===== config.mk =====
export PLATFORM = sky130hd
export DESIGN_NAME = pipe_field_flat
export DESIGN_NICKNAME = d
export VERILOG_FILES = /design/src/rtl/pipe_field_if.sv /design/src/rtl/pipe_field.sv /design/src/flat_wrapper.sv
export SDC_FILE = /design/constraint.sdc
export NUM_CORES = 1
export LEC_CHECK = 0
export CAP_MARGIN = 10
export CORE_MARGIN = 2
export CORE_UTILIZATION = 50
export CTS_CLUSTER_SIZE = 10
export DETAILED_ROUTE_END_ITERATION = 16
export GPL_TIMING_DRIVEN = 1
export HOLD_SLACK_MARGIN = 0.03
export PLACE_DENSITY_LB_ADDON = 0.12
export SLEW_MARGIN = 10
export SYNTH_ARGS = -nofsm -noshare
export SYNTH_HDL_FRONTEND = slang
export SYNTH_SLANG_ARGS = --single-unit

===== constraint.sdc =====
create_clock -name Clk -period 7.4 [get_ports Clk]
set_input_delay 1.11 -clock Clk [delete_from_list [all_inputs] [get_ports Clk]]
set_output_delay 1.11 -clock Clk [all_outputs]
set_load 0.02 [all_outputs]

===== src/rtl/pipe_field_if.sv =====
// Control/status bundle between the game FSM, the renderer and pipe_field.
// master: game side (drives Start/Lost/Speed, consumes pipe state).
// slave : pipe_field (consumes controls, drives packed pipe buses).
interface pipe_field_if #(
  parameter int NUM_PIPES = 2,
  parameter int XW        = 10
);
  logic                      Start;
  logic                      Lost;
  logic [1:0]                Speed;
  logic [NUM_PIPES*XW-1:0]   PipeX;
  logic [NUM_PIPES*XW-1:0]   PipeY;
  logic [NUM_PIPES-1:0]      PipeActive;
  logic                      ScorePulse;
  logic [1:0]                State;

  modport master (
    output Start, Lost, Speed,
    input  PipeX, PipeY, PipeActive, ScorePulse, State
  );

  modport slave (
    input  Start, Lost, Speed,
    output PipeX, PipeY, PipeActive, ScorePulse, State
  );
endinterface


===== src/rtl/pipe_field.sv =====
// Scrolling pipe obstacle generator for the Flappy Bird VGA game.
// Ports: Clk, Reset (async, active-low); bus (pipe_field_if.slave):
//   Start/Lost/Speed in; PipeX/PipeY (packed, pipe k at [k*XW +: XW]),
//   PipeActive, ScorePulse, State (00 idle, 01 run, 10 lost) out.
module pipe_field #(
  parameter int         NUM_PIPES = 2,
  parameter int         XW        = 10,
  parameter int         SCREEN_W  = 800,
  parameter int         SPACING   = 288,
  parameter int         PIPE_W    = 60,
  parameter int         STEP_DIV  = 500000,
  parameter int         BIRD_X    = 200,
  parameter int         GAP_MIN   = 50,
  parameter logic [7:0] GAP_MASK  = 8'hFF,
  parameter logic [15:0] LFSR_SEED = 16'hACE1
) (
  input logic          Clk,
  input logic          Reset,
  pipe_field_if.slave  bus
);

  localparam int unsigned DW = $clog2(STEP_DIV);

  typedef enum logic [1:0] {
    ST_IDLE = 2'b00,
    ST_RUN  = 2'b01,
    ST_LOST = 2'b10
  } state_t;

  state_t            state_q, state_d;
  logic [DW-1:0]     div_q, div_d;
  logic [15:0]       lfsr_q, lfsr_d;
  logic [XW-1:0]     x_q [NUM_PIPES];
  logic [XW-1:0]     x_d [NUM_PIPES];
  logic [XW-1:0]     y_q [NUM_PIPES];
  logic [XW-1:0]     y_d [NUM_PIPES];
  logic [NUM_PIPES-1:0] act_q, act_d;
  logic              score_q, score_d;

  logic              tick;
  logic [XW-1:0]     gap;
  int                step;
  int                pos_old [NUM_PIPES];
  int                pos_new [NUM_PIPES];

  // Next-state logic for FSM, divider, LFSR and pipe channels.
  always_comb begin
    state_d = state_q;
    div_d   = div_q;
    x_d     = x_q;
    y_d     = y_q;
    act_d   = act_q;
    score_d = 1'b0;
    lfsr_d  = {lfsr_q[14:0], lfsr_q[15] ^ lfsr_q[13] ^ lfsr_q[12] ^ lfsr_q[10]};
    tick    = (div_q == DW'(STEP_DIV - 1));
    gap     = XW'(GAP_MIN) + XW'(lfsr_q[7:0] & GAP_MASK);
    step    = int'(bus.Speed) + 1;

    // X codes above SCREEN_W are a pipe hanging off the left edge (negative X).
    for (int k = 0; k < NUM_PIPES; k++) begin
      pos_old[k] = (int'(x_q[k]) > SCREEN_W) ? int'(x_q[k]) - (1 << XW) : int'(x_q[k]);
      pos_new[k] = pos_old[k];
    end

    unique case (state_q)
      ST_IDLE: begin
        div_d = '0;
        if (bus.Start && !bus.Lost) begin
          state_d  = ST_RUN;
          act_d[0] = 1'b1;
          x_d[0]   = XW'(SCREEN_W);
          y_d[0]   = gap;
        end
      end

      ST_RUN: begin
        if (bus.Lost) begin
          state_d = ST_LOST;
        end else begin
          div_d = tick ? '0 : div_q + DW'(1);
          if (tick) begin
            for (int k = 0; k < NUM_PIPES; k++) begin
              if (act_q[k]) begin
                if (pos_old[k] - step + PIPE_W <= 0) begin
                  pos_new[k] = SCREEN_W;
                  y_d[k]     = gap;
                end else begin
                  pos_new[k] = pos_old[k] - step;
                end
                x_d[k] = XW'(pos_new[k]);
                if ((pos_old[k] + PIPE_W > BIRD_X) && (pos_new[k] + PIPE_W <= BIRD_X))
                  score_d = 1'b1;
              end
            end
            // Stagger: a channel launches once its predecessor has moved SPACING in.
            for (int k = 1; k < NUM_PIPES; k++) begin
              if (!act_q[k] && act_q[k-1] && (pos_new[k-1] <= SCREEN_W - SPACING)) begin
                act_d[k] = 1'b1;
                x_d[k]   = XW'(SCREEN_W);
                y_d[k]   = gap;
              end
            end
          end
        end
      end

      ST_LOST: begin
        if (bus.Start) begin
          state_d = ST_IDLE;
          div_d   = '0;
          act_d   = '0;
          for (int k = 0; k < NUM_PIPES; k++) begin
            x_d[k] = XW'(SCREEN_W);
            y_d[k] = XW'(GAP_MIN);
          end
        end
      end

      default: state_d = ST_IDLE;
    endcase
  end

  // State registers.
  always_ff @(posedge Clk or negedge Reset) begin
    if (!Reset) begin
      state_q <= ST_IDLE;
      div_q   <= '0;
      lfsr_q  <= LFSR_SEED;
      act_q   <= '0;
      score_q <= 1'b0;
      for (int k = 0; k < NUM_PIPES; k++) begin
        x_q[k] <= XW'(SCREEN_W);
        y_q[k] <= XW'(GAP_MIN);
      end
    end else begin
      state_q <= state_d;
      div_q   <= div_d;
      lfsr_q  <= lfsr_d;
      act_q   <= act_d;
      score_q <= score_d;
      for (int k = 0; k < NUM_PIPES; k++) begin
        x_q[k] <= x_d[k];
        y_q[k] <= y_d[k];
      end
    end
  end

  // Pack channel registers onto the output buses.
  logic [NUM_PIPES*XW-1:0] px_c, py_c;
  always_comb begin
    px_c = '0;
    py_c = '0;
    for (int k = 0; k < NUM_PIPES; k++) begin
      px_c[k*XW +: XW] = x_q[k];
      py_c[k*XW +: XW] = y_q[k];
    end
  end

  assign bus.PipeX      = px_c;
  assign bus.PipeY      = py_c;
  assign bus.PipeActive = act_q;
  assign bus.ScorePulse = score_q;
  assign bus.State      = state_q;

endmodule

===== src/flat_wrapper.sv =====
// flat-port wrapper written by rule: the top's interface ports become plain ports
module pipe_field_flat 
#(
  parameter int         NUM_PIPES = 2,
  parameter int         XW        = 10,
  parameter int         SCREEN_W  = 800,
  parameter int         SPACING   = 288,
  parameter int         PIPE_W    = 60,
  parameter int         STEP_DIV  = 500000,
  parameter int         BIRD_X    = 200,
  parameter int         GAP_MIN   = 50,
  parameter logic [7:0] GAP_MASK  = 8'hFF,
  parameter logic [15:0] LFSR_SEED = 16'hACE1
)
  (Clk, Reset, bus_Start, bus_Lost, bus_Speed, bus_PipeX, bus_PipeY, bus_PipeActive, bus_ScorePulse, bus_State);
  pipe_field_if #(.NUM_PIPES(NUM_PIPES), .XW(XW)) bus_i ();
  input logic Clk;
  input logic Reset;
  input wire logic [$bits(bus_i.Start)-1:0] bus_Start;
  input wire logic [$bits(bus_i.Lost)-1:0] bus_Lost;
  input wire logic [$bits(bus_i.Speed)-1:0] bus_Speed;
  output wire logic [$bits(bus_i.PipeX)-1:0] bus_PipeX;
  output wire logic [$bits(bus_i.PipeY)-1:0] bus_PipeY;
  output wire logic [$bits(bus_i.PipeActive)-1:0] bus_PipeActive;
  output wire logic [$bits(bus_i.ScorePulse)-1:0] bus_ScorePulse;
  output wire logic [$bits(bus_i.State)-1:0] bus_State;
  assign bus_i.Start = bus_Start;
  assign bus_i.Lost = bus_Lost;
  assign bus_i.Speed = bus_Speed;
  assign bus_PipeX = bus_i.PipeX;
  assign bus_PipeY = bus_i.PipeY;
  assign bus_PipeActive = bus_i.PipeActive;
  assign bus_ScorePulse = bus_i.ScorePulse;
  assign bus_State = bus_i.State;
  pipe_field #(.NUM_PIPES(NUM_PIPES), .XW(XW), .SCREEN_W(SCREEN_W), .SPACING(SPACING), .PIPE_W(PIPE_W), .STEP_DIV(STEP_DIV), .BIRD_X(BIRD_X), .GAP_MIN(GAP_MIN), .GAP_MASK(GAP_MASK), .LFSR_SEED(LFSR_SEED)) u_core (.Clk(Clk), .Reset(Reset), .bus(bus_i));
endmodule

# Word-level counts from Yosys, hierarchy flattened
# Index checks and enable logic that the tools add are counted.
# W data, S select, Z words.
[totals]
in_bits = 6
register_bits = 80
out_inout_bits = 45
[op_classes]
eq_ne = 13
n_lt_le_gt_ge = 9
reduce_logical = 19
n_mux = 57
n_bitwise = 3
n_addsub = 13
[op_table]
columns = ["cell", "n"]
rows = [
  ["$mux W32", 16],
  ["$add A32 B7 Y32 const B", 6],
  ["$mux W20", 6],
  ["$mux W10", 10],
  ["$gt A32 B9 Y1 const B", 2],
  ["$le A32 B1 Y1 const B", 2],
  ["$le A32 B9 Y1 const B", 2],
  ["$sub A32 B32 Y32", 2],
  ["$pmux W10 S3", 2],
  ["$mux W19", 3],
  ["$pmux W19 S3", 1],
  ["$pmux W10 S2", 2],
  ["$le A32 B11 Y1 const B", 1],
  ["$sub A10 B11 Y12 const B", 2],
  ["$gt A10 B10 Y1 const B", 2],
  ["$add A19 B1 Y19 const B", 1],
  ["$eq A19 B19 Y1 const B", 1],
  ["$reduce_and A6 Y1", 2],
  ["$mux W1", 11],
  ["$ne A2 B1 Y1 const B", 5],
  ["$reduce_and A5 Y1", 2],
  ["$add A6 B8 Y9 const A", 1],
  ["$reduce_and A3 Y1", 3],
  ["$reduce_and A7 Y1", 1],
  ["14 further kinds", 28],
]

# Logic depth before layout (Yosys ltp)
[logic_depth]
word_depth = 20
mapped_depth = 27
ltp_nobuf = 25

# Worst setup path before layout
# Ideal clock, no wire load.
[synth_timing]
path_type = "input to register"
from = "in bus_Speed[0]"
to = "reg u_core.score_q (netlist: u_core.bus.ScorePulse)"
t_required_ns = 7.335
arrival_time_ns = 6.648
cell_stages = 25
slack_ns = 0.687
path_cell_list = "ha_1 > inv_1 > ha_1 > or4_4 > nor4b_4 > and2_0 > clkbuf_1 > inv_1 > ha_1 > clkbuf_1 > nand2_1 > a21o_1 > a2111oi_1 > mux2i_1 > nor4_2 > a21o_1 > or2_2 > ha_1 > and2_1 > a2111oi_0 > nand3_1 > o21ai_0 > or4b_1 > nor3_1 > a31o_1"
[synth_between]
elab_chain_len = 19
[synth_lines]
columns = ["element", "line_no", "text"]
rows = [
  ["from (decl)", "flat_wrapper.sv:21", "input wire logic [$bits(bus_i.Speed)-1:0] bus_Speed;"],
  ["$add A2 B1 Y3 (*)", "pipe_field.sv:57", "step = int'(bus.Speed) + 1;"],
  ["$sub A32 B32 Y32", "pipe_field.sv:84, pipe_field.sv:88", ""],
  ["$add A32 B7 Y32", "pipe_field.sv:84", "if (pos_old[k] - step + PIPE_W <= 0) begin"],
  ["$le A32 B1 Y1", "pipe_field.sv:84", ""],
  ["$mux W32", "pipe_field.sv:84", ""],
  ["$mux W32", "pipe_field.sv:83", "if (act_q[k]) begin"],
  ["$mux W32", "pipe_field.sv:81", "if (tick) begin"],
  ["$mux W32", "pipe_field.sv:77", "if (bus.Lost) begin"],
  ["(+4 left out)", "-", ""],
  ["$mux W1", "pipe_field.sv:91", "if ((pos_old[k] + PIPE_W > BIRD_X) && (pos_new[k] + PIPE_W <= BIRD_X))"],
  ["$mux W1", "pipe_field.sv:83", ""],
  ["$mux W1", "pipe_field.sv:91", ""],
  ["$mux W1 (*)", "pipe_field.sv:83", ""],
  ["$mux W1 (*)", "pipe_field.sv:81", ""],
  ["$mux W1 (*)", "pipe_field.sv:77", ""],
  ["$mux W1 (*)", "pipe_field.sv:65", "unique case (state_q)"],
  ["named net u_core.score_d", "pipe_field.sv:38", "logic score_q, score_d;"],
  ["to (signal assigned)", "pipe_field.sv:140", "score_q <= score_d;"],
  ["to (decl)", "pipe_field.sv:38", ""],
]
# The timed path passes the listed nets; every way through them passes the cells marked *. The select of a mux whose other input is x is not followed.
# A chain may end at the register's enable or synchronous reset.

# Worst setup path after layout
# Same ends and word-level chain as after synthesis.

==> out/results.tsv <==
stage	metric	value	unit
routing	total wire length	18700	um
min_path	hold crit path type	reg -> reg	
clock_network	Setup Buffers After CTS	0	
layout	diode count	0	
sta	final setup vio count	0	
routing	drt first-iter violations	485	
pwr	Comb pwr share	68.1	%
place	Buffers on Ports	48	
routing	via count	6435	
sta	final worst setup slack	0.374	ns
routing	drt pass-1 iters	5	
setup_path	CP endpoint kind	register	
pwr	worst IR drop on VDD	0.000210	V
pwr	Power Total	3.40	mW
logic_synthesis	Ys Warns	0	
global_route	first-pass GRT wire length	31400	um
sta	min Tclk post-route	7.03	ns
routing	via density per instance	6.19	
global_route	initial antenna violation count	0	
setup_path	Worst Setup Path Type	in -> reg	
logic_synthesis	average size of a mapped cell	8.35	um2
global_route	gr usage total	26.7	%
clock_network	TritonCTS Buffers	9	
logic_synthesis	Post-Syn Area	6770	um2
routing	Routed met3 length	962	um
logic_synthesis	Yosys reg bits	78	
floorplan	die height	120	um
floorplan	die area	14500	um2
sta	Final Cycle Share	94.9	%
pwr	part of the power in the clock network	13.4	%
sta	max_slew headroom	34.3	%
floorplan	core area	13200	um2
floorplan	I/O Pins	51	
clock_network	clock buffer depth	2	
sta	worst clock skew	0.0101	ns
sta	Slew @ Worst Pin	0.976	ns
pwr	P_sw	1.75	mW
routing	Met1 Routed Length	8700	um
clock_network	H-tree depth	3	
global_route	number of global-route vias before repair	6118	
floorplan	Die Width	120	um
layout	NumNets Final	912	
pwr	switching fraction of total power	51.6	%
routing	Routed Antenna Nets	0	
clock_network	clock transition at the registers of the reported paths	0.07	ns
place	DP Worst Slack	-0.0862	ns
setup_path	Arr. time, crit path	7.31	ns
clock_network	CTS tree	yes	
logic_synthesis	number of distinct library cells after synthesis	93	
global_route	largest net degree at the start of global routing	79	
setup_path	Critical Path Start Type	primary input	
clock_network	post-cts hold buffer count	0	
job	max_cap viols	0	
clock_network	cts repair resizes	0	
clock_network	Clk Tree Root Cell	clkbuf_16	
routing	wire length on met2	8770	um
floorplan	row count	42	
clock_network	Sink Count	78	
sta	Final Hold Fails	0	
setup_path	Worst Path Max Fanout	9	
layout	area delta synth->final	15.6	%
pwr	Internal	1.64	mW
place	post-DP HPWL	14200	um
sta	highest clock rate	142	MHz
place	gpl congestion	0.998	
layout	share of layout cells above drive strength 1	11.4	%
sta	Final Slew Violations	0	
logic_synthesis	number of flops mapped to enable cells by yosys	0	
sta	Fin Setup TNS	0	ns
logic_synthesis	post-synthesis sequential area ratio	29.2	%
routing	top layer reached by signal wires	met4	
logic_synthesis	Post-Syn Instances	811	
setup_path	Critical Path RT	7.68	ns
pwr	Power Density	434	nW/um2
global_route	grt total ovfl	0	
floorplan	Starting Density	51.1	%
layout	Util after Layout	59.1	%
clock_network	Worst-Skew Late Latency	0.34	ns
logic_synthesis	ys async rst share	100	%
run_status	status	finished, final reports clean	
pwr	Reg power frac	18.5	%
routing	drt wl/cell	18.0	um
routing	DRC	0	
pwr	Static Leakage	3.10	nW
logic_synthesis	ys flop type	dfrtp_1	
[placed cells by master (no fill, tap or decap), drive strengths merged, types with 16 or more instances in the layout]
cell,count
nand2,80
ha,48
a21oi,35
inv,49
clkdlybuf4s50,47
buf,24
nand3,30
nand4,21
dfrtp,58
xnor2,26
or3,16
o21ai,43
xor2,22
dfstp,20
nor2,63
nor3,31
[state kept, by name, summed over array words and instances, names as in the netlist]
name                   count
u_core.bus.PipeX          20
u_core.bus.State           2
u_core.bus.PipeActive      2
u_core.div_q              19
u_core.bus.PipeY          18
u_core.lfsr_q             16
u_core.bus.ScorePulse      1
[power groups by stage]
stage | registers (mW) | clock network [mW] | logic (mW)
after floorplan | 0.598 | 0 | 1.62
after global placement | 0.629 | 0 | 2.19
after detailed placement | 0.632 | 0 | 2.24
after CTS | 0.625 | 0.466 | 2.25
after global routing | 0.644 | 0.484 | 2.55
final | 0.627 | 0.456 | 2.31
[kinds of logic (layout without fill, tap and decap cells)]
family,after synthesis,in the layout,synth area share (%)
other,1,2,0.0554
adders and majority gates,48,48,8.87
and+or+nand+nor,345,345,28.2
AOI/OAI and AO/OA,204,204,21.7
xor gates and xnor gates,48,48,6.21
buffers and inverters,82,133,5.01
DFF,78,78,29.2
muxes,5,5,0.776
[synth_stat cells, types with 7 or more instances]
master | instances | share of area (%)
a22o_1 | 7 | 0.91
nor2b_1 | 15 | 1.4
or2_2 | 9 | 0.83
nand3b_1 | 7 | 0.78
or3_1 | 16 | 1.5
inv_1 | 46 | 2.6
xnor2_1 | 26 | 3.4
ha_1 | 48 | 8.9
a21oi_1 | 35 | 2.6
nand2_1 | 79 | 4.4
nor4_1 | 9 | 0.83
nand2b_1 | 8 | 0.74
o21ai_0 | 29 | 2.1
clkbuf_1 | 25 | 1.4
xor2_1 | 22 | 2.8
nor2_1 | 61 | 3.4
nand4b_1 | 9 | 1.2
nand4_1 | 21 | 1.9
dfrtp_1 | 58 | 21
a211oi_1 | 9 | 1.0
nor4b_1 | 8 | 1.0
nor3_1 | 29 | 2.1
nand3_1 | 29 | 2.1
o31ai_1 | 10 | 1.1
dfstp_2 | 20 | 7.8
o21ai_1 | 14 | 1.0
a21o_1 | 8 | 0.89
a31oi_1 | 14 | 1.3
and3_1 | 8 | 0.74
[final timing paths]
path,startpoint,end,slack [ns],cells past startpoint
worst max-delay path,bus_Speed[0],u_core.bus.ScorePulse$_DFF_PN0_,0.37,25
min in group asynchronous,Reset,u_core.div_q[12]$_DFFE_PN0P_,0.91,1
worst min-delay path,u_core.lfsr_q[9]$_DFF_PN0_,u_core.lfsr_q[10]$_DFF_PN1_,0.36,0
max in group asynchronous,Reset,u_core.bus.PipeY[10]$_DFFE_PN0P_,5.84,1
worst min register to register,u_core.lfsr_q[9]$_DFF_PN0_,u_core.lfsr_q[10]$_DFF_PN1_,0.36,0
worst max register to register,u_core.bus.PipeX[13]$_DFFE_PN0P_,u_core.bus.ScorePulse$_DFF_PN0_,1.34,23
[critical path, cell delays in order]
cell	delay [ns]
clkdlybuf4s50_1	0.43
ha_1	0.34
buf_4	0.18
xnor2_1	0.13
ha_1	0.23
a211o_1	0.34
nor2_4	0.21
nand2_1	0.08
ha_1	0.41
and3_1	0.23
nand3_1	0.12
a221oi_1	0.34
nor4b_1	0.36
xor2_1	0.29
o31ai_4	0.15
or2_2	0.33
ha_1	0.25
inv_1	0.08
o211ai_1	0.17
or3_1	0.40
nor4_1	0.29
a21oi_1	0.12
or3_1	0.37
nor4_1	0.21
a31o_1	0.13
[metal layers]
layer | up-vias | track usage (%)
met2 | 240 | 43.0
met1 | 3073 | 38.2
li1 | 3095 | -
met3 | 27 | 2.88
met5 | - | 0
met4 | 0 | 7.34
[cell type report]
type                            count  area, um2
Fill cell                        1237       5420
Timing Repair Buffer               71        651
Tap cell                          176        220
Sequential cell                    78       1980
Clock inverter                      7       81.3
Multi-Input combinational cell    652       4500
Clock buffer                        9        225
Inverter                           46        173
[through the flow]
step                      hold slack (ns)  cells  cell area [um2]
after floorplan                     0.331    812             6770
after global placement              0.340   1023             7480
after detailed placement            0.338   1023             7480
after CTS                           0.358   1039             7780
after global routing                0.367   1039             7820
final                               0.356   1039             7820
Power figures use the tool's default switching activity.
